<file path="src/rtl/energy_accumulator.sv">
// energy_accumulator: sums DATASPIN signed local energies per run into a total and tracks the lowest total with its spin vector
module energy_accumulator #(
  parameter int DATASPIN = 256,
  parameter int LOCAL_ENERGY_BIT = 16,
  parameter int TOTAL_ENERGY_BIT = LOCAL_ENERGY_BIT + $clog2(DATASPIN)
) (
  input  logic                               clk_i,
  input  logic                               rst_i,
  input  logic                               start_i,
  input  logic [DATASPIN-1:0]                spin_i,
  input  logic                               clear_best_i,
  input  logic                               energy_valid_i,
  output logic                               energy_ready_o,
  input  logic signed [LOCAL_ENERGY_BIT-1:0] energy_i,
  output logic                               total_valid_o,
  input  logic                               total_ready_i,
  output logic signed [TOTAL_ENERGY_BIT-1:0] total_energy_o,
  output logic                               improved_o,
  output logic                               best_valid_o,
  output logic signed [TOTAL_ENERGY_BIT-1:0] best_energy_o,
  output logic [DATASPIN-1:0]                best_spin_o,
  output logic                               busy_o
);
  localparam int CW = DATASPIN > 1 ? $clog2(DATASPIN) : 1;
  typedef enum logic [1:0] {IDLE, ACCUM, OUTPUT} state_t;
  state_t state;
  logic [CW-1:0] cnt;
  logic [DATASPIN-1:0] spin_reg;
  logic signed [TOTAL_ENERGY_BIT-1:0] acc, sum;
  logic fire, last, better;
  assign energy_ready_o = state == ACCUM;
  assign total_valid_o = state == OUTPUT;
  assign busy_o = state != IDLE;
  assign fire = energy_valid_i && energy_ready_o;
  assign last = cnt == CW'(DATASPIN - 1);
  assign sum = acc + TOTAL_ENERGY_BIT'(energy_i);
  assign better = !best_valid_o || sum < best_energy_o;
  always_ff @(posedge clk_i) begin
    if (rst_i) begin
      state <= IDLE;
      acc <= '0;
      cnt <= '0;
      spin_reg <= '0;
      total_energy_o <= '0;
      improved_o <= 1'b0;
      best_valid_o <= 1'b0;
      best_energy_o <= '0;
      best_spin_o <= '0;
    end else begin
      case (state)
        IDLE: if (start_i) begin
          acc <= '0;
          cnt <= '0;
          spin_reg <= spin_i;
          state <= ACCUM;
        end
        ACCUM: if (fire) begin
          acc <= sum;
          cnt <= cnt + CW'(1);
          if (last) begin
            total_energy_o <= sum;
            improved_o <= better;
            state <= OUTPUT;
            if (better) begin
              best_valid_o <= 1'b1;
              best_energy_o <= sum;
              best_spin_o <= spin_reg;
            end
          end
        end
        OUTPUT: if (total_ready_i) begin
          improved_o <= 1'b0;
          state <= IDLE;
        end
        default: state <= IDLE;
      endcase
      if (clear_best_i) begin
        best_valid_o <= 1'b0;
        best_energy_o <= '0;
        best_spin_o <= '0;
      end
    end
  end
endmodule

</file>
<file path="config.mk">
export PLATFORM = sky130hd
export DESIGN_NAME = energy_accumulator
export DESIGN_NICKNAME = d
export VERILOG_FILES = /design/src/rtl/energy_accumulator.sv
export SDC_FILE = /design/constraint.sdc
export NUM_CORES = 1
export LEC_CHECK = 0
export BUFFER_PORTS_ARGS = -buffer_cell sky130_fd_sc_hd__buf_2
export CAP_MARGIN = 20
export CORE_ASPECT_RATIO = 0.75
export CORE_MARGIN = 2
export CORE_UTILIZATION = 30
export DETAILED_ROUTE_END_ITERATION = 10
export GPL_TIMING_DRIVEN = 1
export PLACE_DENSITY = 0.47
export SLEW_MARGIN = 20
export SYNTH_ARGS = -nofsm -noshare
export SYNTH_HDL_FRONTEND = slang
export SYNTH_SLANG_ARGS = --single-unit
</file>
<file path="constraint.sdc">
create_clock -name clk_i -period 5.3 [get_ports clk_i]
set_input_delay 0.265 -clock clk_i [delete_from_list [all_inputs] [get_ports clk_i]]
set_output_delay 0.265 -clock clk_i [all_outputs]
set_load 0.01 [all_outputs]
</file>
==> results.py <==
metrics = {
    "sta": {
        "fmax_mhz": 203,
        "fin_tns_setup_ns": 0,
        "fin_crit_sh": 0.928,
        "finalHoldViolations": 0,
        "finalSetupViolations": 0,
        "maxSlewViolCount": 0,
        "setup_ws_ns": 0.382,
        "grt_setup_unrepaired": "no",
        "worstMarginPinSlew_ns": 1.07,
        "clock-skew-final_ns": 0.0306,
        "fin_crit_ns": 4.92,
        "slew-limit-headroom": 0.284,
    },
    "routing": {
        "drtPass1Iterations": 5,
        "first_iter_violations": 1239,
        "postRouteAntennaNets": 0,
        "wl_per_cell_um": 17.0,
        "vias": 21618,
        "vias_per_cell": 4.72,
        "routed_wl_um": 77900,
        "drc": 0,
    },
    "synth": {
        "syn_area_um2": 22000,
        "dominantRegCellSynth": "dfxtp_1",
        "synth_top_cell_area_share": 0.542,
        "syn_nets": 3124,
        "async_reset_ff_frac": 0,
        "syn_area_per_cell_um2": 7.87,
        "synth_edf_count": 0,
        "synth_cells": 2798,
        "yosysMostFrequentCell": "nand2_1",
        "ys_top_cells_by_area": "dfxtp_1 (54%), nand2_1 (19%), a21oi_1 (13%)",
        "yosys-top-cells-count": "nand2_1 (1,120), dfxtp_1 (596), a21oi_1 (584)",
        "synth-seq-cells": 596,
        "yosys.cell_types.count": 47,
        "yosysWarnings": 0,
        "synth_top_cell_by_area": "dfxtp_1",
        "seq_area_frac_synth": 0.542,
    },
    "clock_tree": {
        "cts_buffers": 60,
        "cts_sinks": 596,
        "clk_pin_slew_ns": 0.07,
        "root_buffer": "clkbuf_16",
        "clock_path_buffers": 3,
        "cts_max_level": 2,
        "cts_tree": "yes",
        "clk_latency_ns": 0.64,
    },
    "placed_design": {
        "dp_slack_ns": 0.162,
        "place_congestion": 0.856,
        "dpl.hpwl_um": 51700,
        "io_buffers": 586,
        "dp.cells": 4203,
        "placed_area_um2": 26100,
    },
    "grt": {
        "track_usage": 0.197,
        "grt_overflow": 0,
        "antenna_found_initial": 6,
        "grt_pass1_vias": 21016,
        "grt_pass1_wl_um": 119000,
        "grt_max_degree": 192,
    },
    "finish": {
        "final_cells": 4584,
        "syn_to_final_growth_pct": 40.5,
        "final_layout_size_suffix_gt1_frac": 0.210,
        "layout.nets": 3898,
        "multi_input_area_um2": 9210,
        "utilization": 0.428,
        "fin_area_um2": 30900,
        "register_area_um2": 11900,
        "fillers": 7440,
    },
    "floorplanning": {
        "ioPinCount": 587,
        "fp.dieH_um": 239,
        "core_region_area_um2": 72200,
        "fp.dieW_um": 317,
        "die_area_um2": 75600,
        "row_count": 85,
        "initial_core_util": 0.305,
    },
    "worst_setup_path": {
        "crit_type": "reg -> reg",
        "worst_ep_arrival_time_ns": 5.45,
        "crit_path_start_kind": "flip-flop",
        "critPathSlowestCell": "fa_1",
        "cp_max_fo": 21,
        "required_ns": 5.83,
        "crit_path_end_kind": "flip-flop",
        "cpPeakStageDelay_ns": 0.41,
        "cp_top_family": "compound AO/OA/AOI/OAI gates",
        "worstPathCellList": "ha_1 -> fa_1 -> a211oi_2 -> o21bai_2 -> o221ai_2 -> buf_4 -> o21ai_0 -> a31o_2 -> o21a_1 -> nor2_1 -> xor2_1 -> inv_1 -> ha_1 -> nand4_1 -> nor4_2 -> o21a_1 -> a21oi_1 -> mux2_2 -> a21oi_4 -> buf_8 -> buf_12 -> nand2_1 -> a21oi_1",
        "critPathBufInv": 4,
    },
    "power": {
        "ir_drop_mv": 0.238,
        "p_leak_nw": 12.6,
        "p_per_area_nw_per_um2": 325,
    },
    "run_status": {
        "status": "complete, no violations",
    },
    "min_path": {
        "hold_path_class": "in -> reg",
    },
    "job": {
        "maxCapViolations": 0,
    },
}
-- kinds of logic (layout without fill, tap and decap cells) --
group           count (synthesis)  count (layout)  synth area share
flops                         596             596             0.542
compound gates                676             676             0.164
xor+xnor                       24              24           0.00955
other cells                     0               3                 0
fa+ha+maj                      48              48            0.0276
buf+inv                       226            1052            0.0417
simple gates                 1227            1227             0.214
mux                             1               1          0.000512
-- power breakdown --
part	leakage (nW)	internal, mW	switching [mW]
clock	1.04	2.68	1.87
sequential	4.84	4.60	0.0587
combinational	6.73	0.378	0.468
total	12.6	7.65	2.40
-- metal layers --
layer | GRT usage | part of all wire
met1 | 0.253 | 0.44
met4 | 0.0567 | 0.026
met5 | 0 | 0.00054
met2 | 0.330 | 0.47
met3 | 0.0457 | 0.062
-- metrics by stage --
step	total power [mW]	hold slack, ns
floorplan	5.15	0.401
global placement	5.43	0.436
detailed placement	5.44	0.442
CTS	10.2	0.106
global route	10.5	0.152
finish	10.1	0.150
-- layout make-up --
type,count,share of cell area
Antenna cell,3,0.000243
Timing Repair Buffer,905,0.205
Sequential cell,596,0.386
Clock inverter,19,0.00926
Clock buffer,95,0.0596
Inverter,33,0.00400
Tap cell,957,0.0387
Multi-Input combinational cell,1976,0.298
-- repair_timing --
item | CTS | global route
setup buffers | 0 | 2
setup endpoints to repair | 0 | 277
gates resized for setup | 0 | 8
endpoints found under the hold margin | 262 | 0
hold buffers | 260 | 0
-- placed cells by master (no fill, tap or decap), drive strengths merged, types with 11 or more instances in the layout --
cell type    netlist  layout
xor2              11      11
a22oi             19      19
xnor2             13      13
clkbuf           136      96
ha                47      47
a21oi            585     585
buf               57     644
o21ai             20      20
a21o              12      12
nand3             17      17
inv               33      36
nand2           1120    1120
dfxtp            596     596
dlygate4sd3        0     260
nor2              53      53
-- worst paths after layout --
kind                                    start                to  slack [ns]  cells after the start
worst min-delay path                    rst_i       spin_reg[1]        0.15                      2
worst max-delay path                   acc[0]  best_spin_o[239]        0.38                     23
worst min register to register  spin_reg[222]  best_spin_o[222]        0.43                      2
worst max register to register         acc[0]  best_spin_o[239]        0.38                     23
Note: power is estimated with default switching activity, not from simulation.
